===== src/rtl/commit_stage_np_if.sv =====
// Commit-stage bundle: scoreboard heads, CSR/LSU/controller handshakes, commit results.
// Purely combinational wiring, no latency of its own.
// Flow control is in-band: commit_ack_o retires a head, credits gate stores.
interface commit_stage_np_if #(
  parameter int NR_PORTS = 2,
  parameter int XLEN     = 64,
  parameter int CNT_W    = 64
);
  // scoreboard / control inputs to the commit stage
  logic                           halt_i;
  logic                           single_step_i;
  logic [NR_PORTS-1:0]            instr_valid_i;
  logic [NR_PORTS-1:0]            instr_ex_i;
  logic [NR_PORTS-1:0][2:0]       instr_kind_i;
  logic [NR_PORTS-1:0][4:0]       instr_rd_i;
  logic [NR_PORTS-1:0][XLEN-1:0]  instr_result_i;
  logic [XLEN-1:0]                csr_rdata_i;
  logic                           csr_exception_i;
  logic                           st_credit_return_i;
  logic                           flush_done_i;

  // commit results
  logic [NR_PORTS-1:0]            commit_ack_o;
  logic [NR_PORTS-1:0]            we_gpr_o;
  logic [NR_PORTS-1:0][4:0]       waddr_o;
  logic [NR_PORTS-1:0][XLEN-1:0]  wdata_o;
  logic [NR_PORTS-1:0]            commit_lsu_o;
  logic                           commit_csr_o;
  logic                           fence_o;
  logic                           fence_i_o;
  logic                           sfence_vma_o;
  logic                           exception_valid_o;
  logic                           no_st_pending_o;
  logic [CNT_W-1:0]               retire_cnt_o;

  // issue side: drives the heads, observes the commit results
  modport master (
    output halt_i, single_step_i, instr_valid_i, instr_ex_i, instr_kind_i,
           instr_rd_i, instr_result_i, csr_rdata_i, csr_exception_i,
           st_credit_return_i, flush_done_i,
    input  commit_ack_o, we_gpr_o, waddr_o, wdata_o, commit_lsu_o,
           commit_csr_o, fence_o, fence_i_o, sfence_vma_o,
           exception_valid_o, no_st_pending_o, retire_cnt_o
  );

  // commit stage itself
  modport slave (
    input  halt_i, single_step_i, instr_valid_i, instr_ex_i, instr_kind_i,
           instr_rd_i, instr_result_i, csr_rdata_i, csr_exception_i,
           st_credit_return_i, flush_done_i,
    output commit_ack_o, we_gpr_o, waddr_o, wdata_o, commit_lsu_o,
           commit_csr_o, fence_o, fence_i_o, sfence_vma_o,
           exception_valid_o, no_st_pending_o, retire_cnt_o
  );
endinterface


===== src/rtl/commit_stage_np.sv =====
// In-order N-port commit: retires scoreboard heads into GPRs / store buffer, sequences fences.
// Latency: commit outputs are combinational (0 cycles); credit, FSM and retire count update next edge.
// Backpressure: stores stall without credits, a failing port blocks all younger ports, WAIT blocks everything.
module commit_stage_np #(
  parameter int NR_PORTS   = 2,
  parameter int XLEN       = 64,
  parameter int ST_CREDITS = 4,
  parameter int CNT_W      = 64
) (
  input  logic               clk_i,
  input  logic               rst_i,
  commit_stage_np_if.slave   cif
);

  localparam int CW = $clog2(ST_CREDITS + 1);
  localparam int PW = $clog2(NR_PORTS + 1);
  // common width for credit arithmetic so store counts and credits compare cleanly
  localparam int AW = ((CW > PW) ? CW : PW) + 1;

  localparam logic [CW-1:0] CREDITS_FULL = CW'(ST_CREDITS);

  localparam logic [2:0] K_SIMPLE  = 3'd0;
  localparam logic [2:0] K_STORE   = 3'd1;
  localparam logic [2:0] K_CSR     = 3'd2;
  localparam logic [2:0] K_FENCE   = 3'd3;
  localparam logic [2:0] K_FENCE_I = 3'd4;
  localparam logic [2:0] K_SFENCE  = 3'd5;

  localparam logic [1:0] ST_IDLE  = 2'd0;
  localparam logic [1:0] ST_DRAIN = 2'd1;
  localparam logic [1:0] ST_WAIT  = 2'd2;

  // kinds 6 and 7 are reserved encodings and retire like plain ALU results
  function automatic logic is_simple(input logic [2:0] k);
    return (k == K_SIMPLE) || (k == 3'd6) || (k == 3'd7);
  endfunction

  function automatic logic is_fence(input logic [2:0] k);
    return (k == K_FENCE) || (k == K_FENCE_I) || (k == K_SFENCE);
  endfunction

  logic [1:0]       state_q, state_d;
  logic [CW-1:0]    avail_q, avail_d;
  logic [CNT_W-1:0] retire_cnt_q, retire_cnt_d;

  logic [NR_PORTS-1:0] ack;
  logic [NR_PORTS-1:0] lsu;
  logic                csr_commit;
  logic                fence_pulse;
  logic                fence_i_pulse;
  logic                sfence_pulse;
  logic                credits_full;
  logic                head_ok;
  logic [2:0]          kind0;

  assign credits_full = (avail_q == CREDITS_FULL);
  assign kind0        = cif.instr_kind_i[0];
  assign head_ok      = cif.instr_valid_i[0] & ~cif.instr_ex_i[0] & ~cif.halt_i;

  // commit decision: port 0 by kind and FSM state, younger ports chained in order behind it
  always_comb begin
    logic [AW-1:0] stores;
    ack           = '0;
    lsu           = '0;
    csr_commit    = 1'b0;
    fence_pulse   = 1'b0;
    fence_i_pulse = 1'b0;
    sfence_pulse  = 1'b0;
    stores        = '0;

    if (head_ok && (state_q == ST_IDLE)) begin
      if (is_simple(kind0)) begin
        ack[0] = 1'b1;
      end else if (kind0 == K_STORE) begin
        if (avail_q != '0) begin
          ack[0] = 1'b1;
          lsu[0] = 1'b1;
        end
      end else if (kind0 == K_CSR) begin
        if (!cif.csr_exception_i) begin
          ack[0]     = 1'b1;
          csr_commit = 1'b1;
        end
      end else begin
        // fence with an already empty store buffer retires right away
        ack[0] = credits_full;
      end
    end else if (head_ok && (state_q == ST_DRAIN) && is_fence(kind0) && credits_full) begin
      ack[0] = 1'b1;
    end

    if (ack[0] && is_fence(kind0)) begin
      fence_pulse   = (kind0 == K_FENCE);
      fence_i_pulse = (kind0 == K_FENCE_I);
      sfence_pulse  = (kind0 == K_SFENCE);
    end

    stores = AW'(lsu[0]);

    // younger ports only ride along behind a simple/store head and never in single-step
    for (int i = 1; i < NR_PORTS; i++) begin
      if (ack[i-1] && (is_simple(kind0) || (kind0 == K_STORE)) && !cif.single_step_i &&
          cif.instr_valid_i[i] && !cif.instr_ex_i[i]) begin
        if (is_simple(cif.instr_kind_i[i])) begin
          ack[i] = 1'b1;
        end else if ((cif.instr_kind_i[i] == K_STORE) &&
                     (AW'(avail_q) >= (stores + AW'(1)))) begin
          ack[i] = 1'b1;
          lsu[i] = 1'b1;
          stores = stores + AW'(1);
        end
      end
    end
  end

  // register-file write port and remaining outputs
  always_comb begin
    for (int i = 0; i < NR_PORTS; i++) begin
      cif.we_gpr_o[i] = ack[i] & (cif.instr_kind_i[i] != K_STORE);
      cif.waddr_o[i]  = cif.instr_rd_i[i];
      cif.wdata_o[i]  = cif.instr_result_i[i];
    end
    if (kind0 == K_CSR) begin
      cif.wdata_o[0] = cif.csr_rdata_i;
    end
    cif.commit_ack_o      = ack;
    cif.commit_lsu_o      = lsu;
    cif.commit_csr_o      = csr_commit;
    cif.fence_o           = fence_pulse;
    cif.fence_i_o         = fence_i_pulse;
    cif.sfence_vma_o      = sfence_pulse;
    cif.exception_valid_o = cif.instr_valid_i[0] & ~cif.halt_i &
                            (cif.instr_ex_i[0] | ((kind0 == K_CSR) & cif.csr_exception_i));
    cif.no_st_pending_o   = credits_full;
    cif.retire_cnt_o      = retire_cnt_q;
  end

  // next credit count and retire count
  always_comb begin
    logic [PW-1:0] nst;
    logic [PW-1:0] nack;
    logic [AW-1:0] avail_n;
    nst  = '0;
    nack = '0;
    for (int i = 0; i < NR_PORTS; i++) begin
      nst  = nst + PW'(lsu[i]);
      nack = nack + PW'(ack[i]);
    end
    avail_n = AW'(avail_q) - AW'(nst) + AW'(cif.st_credit_return_i);
    // a spurious return into a full buffer must not overflow the counter
    if (credits_full && (nst == '0)) begin
      avail_n = AW'(avail_q);
    end
    avail_d      = avail_n[CW-1:0];
    retire_cnt_d = retire_cnt_q + CNT_W'(nack);
  end

  // fence sequencing: drain the store buffer, pulse the flush, wait for the controller
  always_comb begin
    state_d = state_q;
    case (state_q)
      ST_IDLE: begin
        if (head_ok && is_fence(kind0)) begin
          state_d = credits_full ? ST_WAIT : ST_DRAIN;
        end
      end
      ST_DRAIN: begin
        if (cif.halt_i) begin
          state_d = ST_IDLE;
        end else if (!(cif.instr_valid_i[0] && !cif.instr_ex_i[0] && is_fence(kind0))) begin
          // head was squashed while draining; nothing left to sequence
          state_d = ST_IDLE;
        end else if (credits_full) begin
          state_d = ST_WAIT;
        end
      end
      ST_WAIT: begin
        if (cif.flush_done_i) begin
          state_d = ST_IDLE;
        end
      end
      default: state_d = ST_IDLE;
    endcase
  end

  // state registers
  always_ff @(posedge clk_i or posedge rst_i) begin
    if (rst_i) begin
      state_q      <= ST_IDLE;
      avail_q      <= CREDITS_FULL;
      retire_cnt_q <= '0;
    end else begin
      state_q      <= state_d;
      avail_q      <= avail_d;
      retire_cnt_q <= retire_cnt_d;
    end
  end

endmodule


===== src/flat_wrapper.sv =====
// flat-port wrapper written by rule: the top's interface ports become plain ports
module commit_stage_np_flat 
#(
  parameter int NR_PORTS   = 2,
  parameter int XLEN       = 64,
  parameter int ST_CREDITS = 4,
  parameter int CNT_W      = 64
)
  (clk_i, rst_i, cif_halt_i, cif_single_step_i, cif_instr_valid_i, cif_instr_ex_i, cif_instr_kind_i, cif_instr_rd_i, cif_instr_result_i, cif_csr_rdata_i, cif_csr_exception_i, cif_st_credit_return_i, cif_flush_done_i, cif_commit_ack_o, cif_we_gpr_o, cif_waddr_o, cif_wdata_o, cif_commit_lsu_o, cif_commit_csr_o, cif_fence_o, cif_fence_i_o, cif_sfence_vma_o, cif_exception_valid_o, cif_no_st_pending_o, cif_retire_cnt_o);
  commit_stage_np_if #(.NR_PORTS(NR_PORTS), .XLEN(XLEN), .CNT_W(CNT_W)) cif_i ();
  input  logic clk_i;
  input  logic rst_i;
  input wire logic [$bits(cif_i.halt_i)-1:0] cif_halt_i;
  input wire logic [$bits(cif_i.single_step_i)-1:0] cif_single_step_i;
  input wire logic [$bits(cif_i.instr_valid_i)-1:0] cif_instr_valid_i;
  input wire logic [$bits(cif_i.instr_ex_i)-1:0] cif_instr_ex_i;
  input wire logic [$bits(cif_i.instr_kind_i)-1:0] cif_instr_kind_i;
  input wire logic [$bits(cif_i.instr_rd_i)-1:0] cif_instr_rd_i;
  input wire logic [$bits(cif_i.instr_result_i)-1:0] cif_instr_result_i;
  input wire logic [$bits(cif_i.csr_rdata_i)-1:0] cif_csr_rdata_i;
  input wire logic [$bits(cif_i.csr_exception_i)-1:0] cif_csr_exception_i;
  input wire logic [$bits(cif_i.st_credit_return_i)-1:0] cif_st_credit_return_i;
  input wire logic [$bits(cif_i.flush_done_i)-1:0] cif_flush_done_i;
  output wire logic [$bits(cif_i.commit_ack_o)-1:0] cif_commit_ack_o;
  output wire logic [$bits(cif_i.we_gpr_o)-1:0] cif_we_gpr_o;
  output wire logic [$bits(cif_i.waddr_o)-1:0] cif_waddr_o;
  output wire logic [$bits(cif_i.wdata_o)-1:0] cif_wdata_o;
  output wire logic [$bits(cif_i.commit_lsu_o)-1:0] cif_commit_lsu_o;
  output wire logic [$bits(cif_i.commit_csr_o)-1:0] cif_commit_csr_o;
  output wire logic [$bits(cif_i.fence_o)-1:0] cif_fence_o;
  output wire logic [$bits(cif_i.fence_i_o)-1:0] cif_fence_i_o;
  output wire logic [$bits(cif_i.sfence_vma_o)-1:0] cif_sfence_vma_o;
  output wire logic [$bits(cif_i.exception_valid_o)-1:0] cif_exception_valid_o;
  output wire logic [$bits(cif_i.no_st_pending_o)-1:0] cif_no_st_pending_o;
  output wire logic [$bits(cif_i.retire_cnt_o)-1:0] cif_retire_cnt_o;
  assign cif_i.halt_i = cif_halt_i;
  assign cif_i.single_step_i = cif_single_step_i;
  assign cif_i.instr_valid_i = cif_instr_valid_i;
  assign cif_i.instr_ex_i = cif_instr_ex_i;
  assign cif_i.instr_kind_i = cif_instr_kind_i;
  assign cif_i.instr_rd_i = cif_instr_rd_i;
  assign cif_i.instr_result_i = cif_instr_result_i;
  assign cif_i.csr_rdata_i = cif_csr_rdata_i;
  assign cif_i.csr_exception_i = cif_csr_exception_i;
  assign cif_i.st_credit_return_i = cif_st_credit_return_i;
  assign cif_i.flush_done_i = cif_flush_done_i;
  assign cif_commit_ack_o = cif_i.commit_ack_o;
  assign cif_we_gpr_o = cif_i.we_gpr_o;
  assign cif_waddr_o = cif_i.waddr_o;
  assign cif_wdata_o = cif_i.wdata_o;
  assign cif_commit_lsu_o = cif_i.commit_lsu_o;
  assign cif_commit_csr_o = cif_i.commit_csr_o;
  assign cif_fence_o = cif_i.fence_o;
  assign cif_fence_i_o = cif_i.fence_i_o;
  assign cif_sfence_vma_o = cif_i.sfence_vma_o;
  assign cif_exception_valid_o = cif_i.exception_valid_o;
  assign cif_no_st_pending_o = cif_i.no_st_pending_o;
  assign cif_retire_cnt_o = cif_i.retire_cnt_o;
  commit_stage_np #(.NR_PORTS(NR_PORTS), .XLEN(XLEN), .ST_CREDITS(ST_CREDITS), .CNT_W(CNT_W)) u_core (.clk_i(clk_i), .rst_i(rst_i), .cif(cif_i));
endmodule

===== config.mk =====
export PLATFORM = sky130hd
export DESIGN_NAME = commit_stage_np_flat
export DESIGN_NICKNAME = d
export VERILOG_FILES = /design/src/rtl/commit_stage_np_if.sv /design/src/rtl/commit_stage_np.sv /design/src/flat_wrapper.sv
export SDC_FILE = /design/constraint.sdc
export NUM_CORES = 1
export LEC_CHECK = 0
export BUFFER_PORTS_ARGS = -buffer_cell sky130_fd_sc_hd__buf_2
export CAP_MARGIN = 15
export CORE_AREA = 2 2 166 168
export DETAILED_ROUTE_END_ITERATION = 8
export DIE_AREA = 0 0 168 170
export SYNTH_ARGS = -nofsm -noshare
export SYNTH_HDL_FRONTEND = slang
export SYNTH_SLANG_ARGS = --single-unit

===== constraint.sdc =====
create_clock -name clk_i -period 10.9 [get_ports clk_i]
set_input_delay 0.545 -clock clk_i [delete_from_list [all_inputs] [get_ports clk_i]]
set_output_delay 0.545 -clock clk_i [all_outputs]
set_load 0.005 [all_outputs]

After elaboration in Yosys (flattened, before gate mapping)
Cells that the tools add are included.
W data, S select, Z words.
{"block": "word_totals", "regBits": 69, "in_bits": 219, "output_inout_bits": 214, "wordCells": 98}
{"block": "op_classes", "addsub": 6, "magnitude_cmp": 1, "eq_ne": 18, "muxes": 30, "bitwise_logic": 10, "reduce_logical": 30}
{"op": "$add A64 B2 Y64", "count": 1}
{"op": "$mux W64", "count": 1}
{"op": "$mux W1", "count": 22}
{"op": "$eq A3 B3 Y1 const B", "count": 7}
{"op": "$logic_and A1 B1 Y1", "count": 14}
{"op": "$mux W2", "count": 6}
{"op": "$and A1 B1 Y1", "count": 7}
{"op": "$logic_or A1 B1 Y1", "count": 7}
{"op": "$eq A3 B1 Y1 const B", "count": 2}
{"op": "$eq A3 B2 Y1 const B", "count": 2}
{"op": "$logic_not A3 Y1", "count": 2}
{"op": "$ne A3 B1 Y1 const B", "count": 2}
{"op": "$pmux W2 S3", "count": 1}
{"op": "$add A1 B1 Y2", "count": 2}
{"op": "$ge A3 B4 Y1", "count": 1}
{"op": "$logic_not A2 Y1", "count": 2}
{"op": "$ne A2 B2 Y1 const B", "count": 2}
{"op": "$ne A4 B3 Y1 const B", "count": 1}
{"op": "$add A3 B1 Y3", "count": 1}
{"op": "$logic_not A1 Y1", "count": 3}
{"op": "$reduce_and A3 Y1", "count": 1}
{"op": "$reduce_bool A3 Y1", "count": 1}
{"op": "$sub A3 B2 Y3", "count": 1}
{"op": "$add A1 B1 Y2 const B", "count": 1}
{"op": "other kinds (4)", "count": 5}

Longest topological paths before layout
Gate-level depths: netlist of the first run.
{"block": "depth", "word_depth": 16, "mapped_depth": 18, "depth_no_buf": 18}

Worst setup path before layout of the first run
No wires, ideal clock.
{"block": "synth_timing", "path_kind": "input port to flip-flop", "start": "input port cif_halt_i", "end": "register u_core.retire_cnt_q[54] (netlist: u_core.cif.retire_cnt_o[54])", "setup_time_ns": 0.079, "arrival_time_ns": 4.069, "required_time_ns": 10.821, "slack_ns": 6.751, "path_stages": 18, "path_buffers": 0, "path_cell_list": "nor4b_2 nand2b_1 or3b_2 ha_1 nand2b_1 a211oi_1 nand2_1 nand2_1 a21o_1 fa_1 inv_1 ha_1 and4_1 and4_1 nand4_2 or3_4 nor2_2 xor2_1"}
{"block": "synth_between", "elab_chain_len": 14, "word_cells_on_any_way": 21, "cone_classes": "3 x add/sub; 1 x order compare; 6 x mux; 2 x bitwise; 9 x reduce/logical"}
{"element": "start, declared", "line": "flat_wrapper.sv:13", "text": "input wire logic [$bits(cif_i.halt_i)-1:0] cif_halt_i;"}
{"element": "$not A1 Y1 *", "line": "commit_stage_np.sv:58", "text": "assign head_ok = cif.instr_valid_i[0] & ~cif.instr_ex_i[0] & ~cif.halt_i;"}
{"element": "$and A1 B1 Y1 *", "line": "commit_stage_np.sv:58"}
{"element": "branches (longest 10 deep; another with $ge A3 B4 Y1)"}
{"element": "$add A1 B1 Y2 *", "line": "commit_stage_np.sv:147", "text": "nack = nack + PW'(ack[i]);"}
{"element": "$add A64 B2 Y64 *", "line": "commit_stage_np.sv:155", "text": "retire_cnt_d = retire_cnt_q + CNT_W'(nack);"}
{"element": "via u_core.retire_cnt_d[54]", "line": "commit_stage_np.sv:44", "text": "logic [CNT_W-1:0] retire_cnt_q, retire_cnt_d;"}
{"element": "end signal, assigned", "line": "commit_stage_np.sv:195", "text": "retire_cnt_q <= retire_cnt_d;"}
{"element": "end, declared", "line": "commit_stage_np.sv:44"}
Mark *: on every way through the listed nets, which the timed path passes.
A chain may end at the register's enable or synchronous reset.

Worst setup path in the final report of the first run
{"block": "layout_timing", "start": "register u_core.state_q[1]", "end": "register u_core.retire_cnt_q[54] (netlist: u_core.cif.retire_cnt_o[54])"}
{"block": "layout_between", "elab_chain_len": 13, "word_cells_on_any_way": 21, "cone_classes": "3 x add/sub; 1 x order compare; 1 x eq/ne; 6 x mux; 10 x reduce/logical"}
{"element": "start, declared", "line": "commit_stage_np.sv:42", "text": "logic [1:0] state_q, state_d;"}
{"element": "start signal, assigned", "line": "commit_stage_np.sv:193", "text": "state_q <= state_d;"}
{"element": "branches (longest 11 deep; another with $ge A3 B4 Y1)"}
{"element": "$add A1 B1 Y2 *", "line": "commit_stage_np.sv:147"}
{"element": "$add A64 B2 Y64 *", "line": "commit_stage_np.sv:155"}
{"element": "via u_core.retire_cnt_d[54]", "line": "commit_stage_np.sv:44"}
Marks and branches as above.

==> metrics, run 1 <==
Post-Place Setup Slack 5.896 ns; syn_area_per_cell 10.23 µm²; Sinks on Clock Net 69; fillers 2916; Area Overhead vs Synth 31.98%; placed inst area 0.006100 mm²; setup TNS 0 ns; design area 0.006414 mm²; CP cell instances nor4b_2 -> nand2b_1 -> or3b_2 -> ha_1 -> nand2b_1 -> a211oi_1 -> nand2_1 -> nand2_1 -> a21o_1 -> fa_1 -> inv_1 -> ha_1 -> and4_1 -> and4_1 -> nand4_2 -> or3_4 -> nor2_2 -> xor2_1; Post CTS Setup Buffer Count 0; layout cells sized above 1 55.86%; final WL 20510 µm; Hold Path Class in2reg; internal power 0.5057 mW; Max Slew Vio Count 0; largest net degree at the start of global routing 70; Final Critical Period 4.668 ns; CP startpoint kind flip-flop; PnR worst setup slack 6.232 ns; Clock Skews 0.01081 ns; Final Cycle Share 42.83%; final setup vio count 0; final hold violation count 0; # hold bufs at CTS 0; IO buf count 284; Initial DRC Count 151; first-pass GRT wire length 27670 µm; Total GRT Usage 13.62%; CP Max Fanout 5; Core ar. 0.02665 mm²; multi-input logic area 0.002452 mm²; Die Wd 168 µm; post-synthesis sequential area ratio 35.56%; Ports 433; Seq pwr share 40.0%; leakage 3.276 nW; NetSw 0.1834 mW; post-route ant nets 0; kind of critical path reg2reg; Yosys warning count 0; syn nets 704; mapped cell area 0.004860 mm²; Arr. time, crit path 4.92 ns; Die Span Y 170 µm; Main synth FF type dfrtp_1; die area 0.02856 mm²; RSZ-0062 raised after global routing no; Synth Instances 475; total CTS buffers 9; top cells by count, synth 78 x buf_4, 68 x dfrtp_1, 64 x mux2_2; row cnt 60; Clock Root Buffer clkbuf_16; clock power share 43.1%; DR pass1 iterations 5; number of flops mapped to enable cells by yosys 0; initial core utilization 18.23%; Least-Margin Pin Slew 0.9127 ns; post-synth top area cell dfrtp_1; post-DR wirelength/cell 19.78 µm; Placer Congestion 0.8520; Power Total 0.6891 mW; GRT Residual Overflow 0; Synth area leaders dfrtp_1 35%, mux2_2 15%, buf_4 12%; cell with the most instances after synthesis buf_4; slew margin rel. 39.15%; # Max-Cap Violations 0; CTS tree built; Critical Path RT 11.15 ns; vias in the first global route 3976; Via density 4.095; DR DRC count 0; flops & latches, synth 69; Net Sw Frac 26.62%; fin nets 915; pwr/cell area 107.5 mW/mm²; Max H-tree Level 3; via count 4247; post_cts resized 0; Cell variety after synth 43; clk slew on worst S/H paths 0.06 ns; clock buffer depth 2; Synth top area share 35.02%; Worst VDD drop 64.52 µV; sequential cell area 0.001728 mm²; initial antenna violation count 8; slowest stage delay, CP 0.55 ns; Clk Latency, worst-skew pair 0.34 ns; async set-or-reset flop fraction in the synthesized netlist 100.0%; Logic pwr share 16.8%; fmax 214.2 MHz; Detailed Place HPWL 17650 µm; slowest CP cell or3b_2; outcome finished, final reports clean; Setup crit end kind flip-flop; WHS 0.3921 ns
critical path, delay by kind of cell (launching register included):
kind	cells	cell delay [ns]
AO/OA/AOI/OAI	2	0.30
XOR/XNOR	1	0.15
AND/OR/NAND/NOR	11	2.71
flip-flops	1	0.41
buffers and inverters	1	0.09
adder cells (fa/ha/maj)	3	0.91
logic make-up after synthesis:
logic type                 count (synthesis)  share of synthesized area, %
buffers and inverters                    101                         14.03
and+or+nand+nor                          153                         19.34
xor gates and xnor gates                  65                         11.71
AOI/OAI and AO/OA                         13                         1.648
DFF                                       69                         35.56
adders and majority gates                 10                         2.884
muxes                                     64                         14.83
placed cells by master (no fill, tap or decap), types with 5 or more instances in the layout:
| master | n |
|---|---|
| dfrtp_1 | 68 |
| mux2_2 | 64 |
| buf_2 | 284 |
| nand3_1 | 22 |
| inv_1 | 14 |
| ha_1 | 8 |
| clkbuf_16 | 9 |
| xnor2_1 | 45 |
| xor2_1 | 20 |
| nand2_1 | 29 |
| a21oi_1 | 7 |
| nor3b_1 | 5 |
| and3_1 | 10 |
| and4_1 | 9 |
| nor2_1 | 17 |
| nor2b_1 | 5 |
| diode_2 | 5 |
| nand4_1 | 20 |
| and2_1 | 5 |
power groups by stage:
stage,clock network (mW),logic (mW),registers [mW]
5_1_grt,0.320,0.128,0.278
2_1_floorplan,0,0.0648,0.279
4_1_cts,0.306,0.121,0.276
3_5_place_dp,0,0.121,0.281
3_3_place_gp,0,0.120,0.280
6_report,0.297,0.116,0.276
flip-flops by register name, indices dropped and copies added, names as in the netlist:
signal / flops
u_core.cif.retire_cnt_o: 64
u_core.state_q: 2
u_core.avail_q: 3
metrics by stage:
stage / instances / util, %
after global routing: 1036 / 24.06
final: 1037 / 24.07
after floorplan: 475 / -
after global placement: 1016 / 22.89
after detailed placement: 1016 / 22.89
after CTS: 1032 / 24.02
routing by layer:
metal / share of wire, % / track usage, % / vias up
li1: - / - / 1994
met2: 46 / 21.92 / 219
met5: 0.69 / 3.130 / -
met3: 9.6 / 5.465 / 25
met1: 41 / 16.12 / 2003
met4: 3.1 / 5.066 / 6
final timing paths:
kind | from | end | slack [ns] | cells past startpoint
setup / recovery | u_core.state_q[1] | u_core.cif.retire_cnt_o[54] | 6.23 | 18
hold / removal | cif_flush_done_i | u_core.state_q[1] | 0.39 | 2
setup reg to reg | u_core.state_q[1] | u_core.cif.retire_cnt_o[54] | 6.23 | 18
hold reg to reg | u_core.cif.retire_cnt_o[63] | u_core.cif.retire_cnt_o[63] | 0.48 | 1
max in group asynchronous | rst_i | u_core.cif.retire_cnt_o[0] | 9.82 | 3
min in group asynchronous | rst_i | u_core.cif.retire_cnt_o[61] | 0.47 | 3
area by class of cell:
class                           count  area share [%]
Multi-Input combinational cell    305           38.24
Sequential cell                    69           26.94
Timing Repair Buffer              286           22.40
Tap cell                          341           6.652
Clock buffer                       10           3.726
Clock inverter                      6          0.9754
Inverter                           15          0.8779
Antenna cell                        5          0.1951
Note: power is estimated with default switching activity, not from simulation.
==> run 2: changes to the inputs <==
Settings changed: CORE_AREA 2 2 166 168 to 2 2 167 169, DIE_AREA 0 0 168 170 to 0 0 169 171.
Clock period 10.9 ns to 4.1 ns, I/O delays scaled along.
==> run 2 against run 1 <==
  * Critical path type unchanged
  * Clock skew decreased by 0.00091 ns
  * Count of clock-buffer cells in the layout decreased by 1
  * Critical path depth is the same
  * Sequential share of layout area down 1.3 points
  * First-iteration DRC count rose by 5.3%
  * Global-route usage barely moved
  * Sequential power rose to 2.7 times the previous value
  * Cell area up 4.9%
  * Largest power group unchanged
  * Utilization increased by 0.57 points
  * Register-to-register slack worse by 6.1 ns
==> metrics, run 2 (same netlist as run 1, synthesis figures left out) <==
CTS tree built; clk slew on worst S/H paths 0.06 ns (about the same); final WL 20990 µm (+2.3%); WHS Path Cells 2 (unchanged); vias in the first global route 4159 (+4.6%); post-DR wirelength/cell 19.65 µm (-0.64%); Critical R2R Capture u_core.cif.retire_cnt_o[56]; Initial DRC Count 159 (+5.3%); CP startpoint kind flip-flop; utilization after layout 24.63% (+0.57 points); GRT Residual Overflow 0 (unchanged); Die Wd 169 µm (+0.60%); Max H-tree Level 3 (unchanged); DR DRC count 0 (unchanged); max reg flops 64 (unchanged); Final Cycle Share 97.67% (+55 points); Critical Path RT 4.36 ns (-6.79 ns); Power Total 1.914 mW (+180%); hold endpoint u_core.state_q[1]; fin nets 943 (+3.1%); final hold violation count 0 (unchanged); Clk Latency, worst-skew pair 0.34 ns (about the same); CP Max Fanout 4 (-1); # Max-Cap Violations 0 (unchanged); Total GRT Usage 13.58% (-0.037 points); Final Critical Period 4.004 ns (-0.6640 ns); Sinks on Clock Net 69 (unchanged); Core ar. 0.02732 mm² (+2.5%); leakage 3.447 nW (+5.2%); total CTS buffers 9 (unchanged); Post-Place Setup Slack -0.08906 ns (-5.985 ns); IO buf count 284 (unchanged); Clock Root Buffer clkbuf_16; WHS 0.04517 ns (-0.3469 ns); row cnt 61 (+1.7%); final setup vio count 0 (unchanged); Hold Path Class in2reg; Worst VDD drop 199.3 µV (+210%); hold path startpoint cif_flush_done_i; clock buffer depth 2 (unchanged); Placer Congestion 0.7964 (-6.5%); first-pass GRT wire length 27950 µm (+1.0%); outcome finished, final reports clean; DR pass1 iterations 4 (-1); post-route ant nets 0 (unchanged); reg-to-reg startpoint u_core.state_q[1]; Die Span Y 171 µm (+0.59%); leading cell types in the layout, fill and taps excluded 284 x buf_2, 68 x dfrtp_1, 64 x mux2_2; Arr. time, crit path 4.26 ns (-0.66 ns); Via density 4.108 (+0.30%); initial antenna violation count 11 (+3); Max Slew Vio Count 0 (unchanged); slew margin rel. 39.07% (-0.084 points); PnR worst setup slack 0.09559 ns (-6.136 ns); Setup crit end kind flip-flop; pwr/cell area 284.3 mW/mm² (+160%); most common cell after layout, fill and taps aside buf_2; largest net degree at the start of global routing 67 (-4.3%); Ports 433 (unchanged); layout cells sized above 1 58.83% (+3.0 points); initial core utilization 17.79% (-0.45 points); die area 0.02890 mm² (+1.2%); kind of critical path reg2reg; Detailed Place HPWL 18020 µm (+2.1%); fmax 249.7 MHz (+17%); via count 4387 (+3.3%); Worst Setup SP u_core.state_q[1]; Area Overhead vs Synth 38.49%; Least-Margin Pin Slew 0.9126 ns (-0.00007230 ns); worst reg2reg path depth 18 (unchanged); Clock Skews 0.009900 ns (-0.0009143 ns); flop-to-flop setup slack 0.1 ns (-6.14 ns)
## run 2: changes by cell type in the layout (fill, tap and decap cells not counted), sizes merged
| cell | delta |
|---|---|
| buf | +28 |
| clkinvlp | -2 |
| diode | -2 |
| bufinv | +1 |
| clkbuf | -1 |
| clkinv | +1 |
| inv | +1 |
## run 2: power by group
group | internal (mW) | switching (mW) | leakage [nW]
logic | 0.167 | 0.157 | 2.34
registers | 0.704 | 0.0338 | 0.948
clock network | 0.535 | 0.315 | 0.156
total | 1.41 | 0.507 | 3.45
## run 2: metal layers
| layer | track usage, % | share of wire [%] | vias up |
|---|---|---|---|
| met5 | 0 | 0.45 | - |
| met4 | 5.500 | 3.0 | 14 |
| met3 | 6.755 | 11 | 34 |
| met2 | 22.31 | 47 | 233 |
| met1 | 15.01 | 39 | 2063 |
| li1 | - | - | 2043 |
## run 2: area by class of cell
cell class / count / area, µm²
inverter: 15 / 56.30
fill: 3003 / 20590
clock inverter: 7 / 98.84
timing repair buffer: 314 / 1647
clock buffer: 9 / 225.2
sequential: 69 / 1728
multi-input combinational: 305 / 2535
tap: 346 / 432.9
antenna: 3 / 7.507
## run 2: worst max-delay path, stage by stage, from the launching register on
cell      delay, ns
dfrtp_1        0.40
nor4b_4        0.30
nand2b_1       0.11
or3b_4         0.42
ha_4           0.28
nand2b_4       0.11
a211oi_2       0.07
nand2_1        0.07
nand2_2        0.05
a21o_1         0.17
fa_2           0.42
inv_2          0.09
ha_4           0.14
and4_4         0.23
and4_4         0.23
nand4_4        0.13
or3_4          0.41
nor2_4         0.12
xor2_1         0.16
## run 2: worst max path at each step
stage | slack (ns) | depth (start not counted) | endpoint
finish | 0.1 | 18 | u_core.cif.retire_cnt_o[56]
global route | -0.05 | 18 | u_core.cif.retire_cnt_o[56]
CTS | 0.05 | 18 | u_core.cif.retire_cnt_o[56]
detailed placement | -0.09 | 18 | u_core.cif.retire_cnt_o[56]
global placement | -0.05 | 18 | u_core.cif.retire_cnt_o[56]
floorplan | 0.11 | 18 | u_core.cif.retire_cnt_o[56]
## run 2: metrics by stage
stage / setup TNS, ns / std cells / cell area (µm²)
after floorplan: 0 / 475 / 4860
after global placement: -0.09979 / 1045 / 6286
after detailed placement: -0.3228 / 1045 / 6286
after CTS: 0 / 1062 / 6631
after global routing: -0.08543 / 1067 / 6728
final: 0 / 1068 / 6730
## run 2: repair_timing
| item | in CTS | in global routing |
|---|---|---|
| setup buffers | 1 | 3 |
| setup endpoints to repair | 16 | 19 |
| hold buffers | 0 | 0 |
| resized for setup | 3 | 13 |
| pin swaps | 2 | 10 |
==> run 3: changes to the inputs <==
Settings changed: ABC_AREA set to 1, CORE_AREA 2 2 167 169 to 2 2 166 168, DIE_AREA 0 0 169 171 to 0 0 168 170, MAX_ROUTING_LAYER set to met4.
==> run 3 against run 2 <==
  * Wire length rose by 28%
  * Sequential share of layout area fell by 2.2 points
  * Register-to-register slack improved by 0.35 ns
  * Utilization rose by 3.0 points
  * Critical path depth rose by 4
  * Count of clock-buffer cells in the layout did not move
  * Setup slack improved by 0.35 ns
  * Maximum frequency rose by 9.6%
  * Synthesized cell count rose by 61%
  * Critical path type unchanged
==> metrics, run 3 <==
first-pass GRT wire length 37170 µm (+33%); RSZ-0062 raised after global routing no; Clock Skews 0.01064 ns (+0.0007424 ns); CP cell instances inv_1 -> nand2_1 -> nor2_1 -> inv_1 -> nor2_1 -> inv_1 -> ha_1 -> o21ai_0 -> nand2_1 -> nand2_1 -> nand2_1 -> nand4_1 -> fa_2 -> inv_1 -> ha_2 -> nand2_4 -> nor2_8 -> nand2_4 -> nor2_4 -> nand2_1 -> o21ai_1 -> nand2_1; post-synthesis sequential area ratio 29.96% (-5.6 points); Via density 4.438 (+8.1%); Area Overhead vs Synth 27.64%; Die Span Y 170 µm (-0.58%); pwr/cell area 280.4 mW/mm² (-1.4%); Yosys warning count 0 (unchanged); PnR worst setup slack 0.4462 ns (+0.3506 ns); slowest stage delay, CP 0.43 ns (about the same); mapped cell area 0.005768 mm² (+19%); async set-or-reset flop fraction in the synthesized netlist 100.0% (unchanged); GRT Residual Overflow 0 (unchanged); Max H-tree Level 3 (unchanged); layout cells sized above 1 40.79% (-18 points); clock buffer depth 2 (unchanged); most common cell after layout, fill and taps aside buf_2; Clock Root Buffer clkbuf_16; multi-input logic area 0.003075 mm² (+21%); syn_area_per_cell 7.530 µm² (-26%); Final Cycle Share 89.12% (-8.6 points); flops & latches, synth 69 (unchanged); initial core utilization 21.64% (+3.9 points); CP startpoint kind flip-flop; Critical Path RT 4.33 ns (-0.03 ns); Max Slew Vio Count 0 (unchanged); Cell variety after synth 30 (-30%); sequential cell area 0.001728 mm² (unchanged); DR pass1 iterations 5 (+1); cell with the most instances after synthesis nand2_1; syn nets 995 (+41%); die area 0.02856 mm² (-1.2%); kind of critical path reg2reg; vias in the first global route 5622 (+35%); fillers 3008 (+0.17%); post-route ant nets 0 (unchanged); # Max-Cap Violations 0 (unchanged); Placer Congestion 0.9729 (+22%); IO buf count 284 (unchanged); Synth Instances 766 (+61%); DR DRC count 0 (unchanged); post-synth top area cell dfrtp_1; Initial DRC Count 380 (+140%); slowest CP cell fa_2; total CTS buffers 9 (unchanged); top cells by count, synth 175 x nand2_1, 96 x inv_1, 91 x nor2_1; Die Wd 168 µm (-0.59%); initial antenna violation count 4 (-7); Main synth FF type dfrtp_1; fin nets 1212 (+29%); CP Max Fanout 6 (+2); leading cell types in the layout, fill and taps excluded 284 x buf_2, 175 x nand2_1, 95 x inv_1; setup TNS 0 ns (unchanged); CTS tree built; Least-Margin Pin Slew 0.8552 ns (-0.05744 ns); cell mode on critical path nand2_1; fmax 273.7 MHz (+9.6%); Hold Path Class in2reg; Synth top area share 29.50% (-5.5 points); outcome finished, final reports clean; final WL 26920 µm (+28%); final hold violation count 0 (unchanged); Core ar. 0.02665 mm² (-2.5%); Setup crit end kind flip-flop; final setup vio count 0 (unchanged); Worst VDD drop 183.4 µV (-8.0%); flop-to-flop setup slack 0.45 ns (+0.35 ns); largest net degree at the start of global routing 66 (-1.5%); Synth area leaders dfrtp_1 30%, mux2_2 12%, nand2_1 11%; Detailed Place HPWL 23480 µm (+30%); WHS 0.1656 ns (+0.1204 ns); Final Critical Period 3.654 ns (-0.3506 ns); Total GRT Usage 18.74% (+5.2 points); clk slew on worst S/H paths 0.06 ns (about the same); post-DR wirelength/cell 20.21 µm (+2.8%); via count 5912 (+35%); leakage 3.791 nW (+10%); Arr. time, crit path 3.88 ns (-0.38 ns); Ports 433 (unchanged); Post-Place Setup Slack 0.2864 ns (+0.3755 ns); Clk Latency, worst-skew pair 0.35 ns (about the same); max reg flops 64 (unchanged); number of flops mapped to enable cells by yosys 0 (unchanged); slew margin rel. 42.99% (+3.9 points); row cnt 60 (-1.6%); Sinks on Clock Net 69 (unchanged)
## run 3: changes by cell type in the layout (fill, tap and decap cells not counted), moves of 18 or more
cell	previous run	this run
buf_4	30	2
inv_1	13	95
nand2_1	28	175
nand3_1	22	40
nor2_1	17	91
nor3_1	4	29
xnor2_1	45	7
## run 3: path summary, 6_finish.rpt
path / cells after the start / to / start
max in group asynchronous: 4 / u_core.cif.retire_cnt_o[8] / rst_i
setup reg to reg: 22 / u_core.cif.retire_cnt_o[60] / u_core.state_q[1]
hold / removal: 3 / u_core.state_q[1] / cif_flush_done_i
hold reg to reg: 2 / u_core.cif.retire_cnt_o[63] / u_core.cif.retire_cnt_o[63]
min in group asynchronous: 3 / u_core.cif.retire_cnt_o[61] / rst_i
setup / recovery: 22 / u_core.cif.retire_cnt_o[60] / u_core.state_q[1]
## run 3: final cells by class
cell class / count / share of cell area (%)
repair buffers: 287 / 19.65
flip-flops and latches: 69 / 23.47
well taps: 341 / 5.795
clock buffers: 9 / 3.059
multi-input cells: 515 / 41.77
clock inverters: 7 / 1.003
inverters: 101 / 5.150
diodes: 3 / 0.1020
## run 3: layer usage
metal / global-route usage (%) / share of wire [%]
met5: - / 0
met1: 22.44 / 41
met4: 4.423 / 1.8
met3: 5.372 / 9.6
met2: 31.21 / 47
## run 3: repair_timing
item	in CTS	in global routing
gates resized for setup	0	2
setup buffers	0	0
hold buffers	1	0
hold endpoints to repair	21	0
endpoints found under the setup margin	0	8
## run 3: where the power goes
part | internal (mW) | switching [mW]
sequential | 0.727 | 0.0525
clock | 0.475 | 0.340
combinational | 0.213 | 0.257
## run 3: cell families (layout without fill, tap and decap cells)
logic type               count (synthesis)  after routing  share of synthesized area (%)
XOR/XNOR                                40             40                          6.074
AO/OA/AOI/OAI                           13             13                          1.280
other                                    0              3                              0
AND/OR/NAND/NOR                        388            388                          30.74
flip-flops                              69             69                          29.96
adder cells (fa/ha/maj)                 10             10                          2.430
buffers and inverters                  182            404                          17.03
multiplexers                            64             64                          12.49
## run 3: worst max-delay path, delay by kind of cell, from the launching register on
kind | cells | cell delay [ns]
AO/OA/AOI/OAI | 2 | 0.22
adder cells (fa/ha/maj) | 3 | 0.99
buffers and inverters | 4 | 0.45
flip-flops | 1 | 0.38
AND/OR/NAND/NOR | 13 | 1.47
## run 3: stage by stage
| step | cell area [µm²] | total power, mW | cells | utilization, % |
|---|---|---|---|---|
| after floorplan | 5768 | 1.080 | 766 | - |
| after global placement | 7041 | 1.268 | 1312 | 26.42 |
| after detailed placement | 7041 | 1.272 | 1312 | 26.42 |
| after CTS | 7350 | 2.093 | 1329 | 27.58 |
| after global routing | 7360 | 2.176 | 1331 | 27.62 |
| final | 7362 | 2.064 | 1332 | 27.62 |
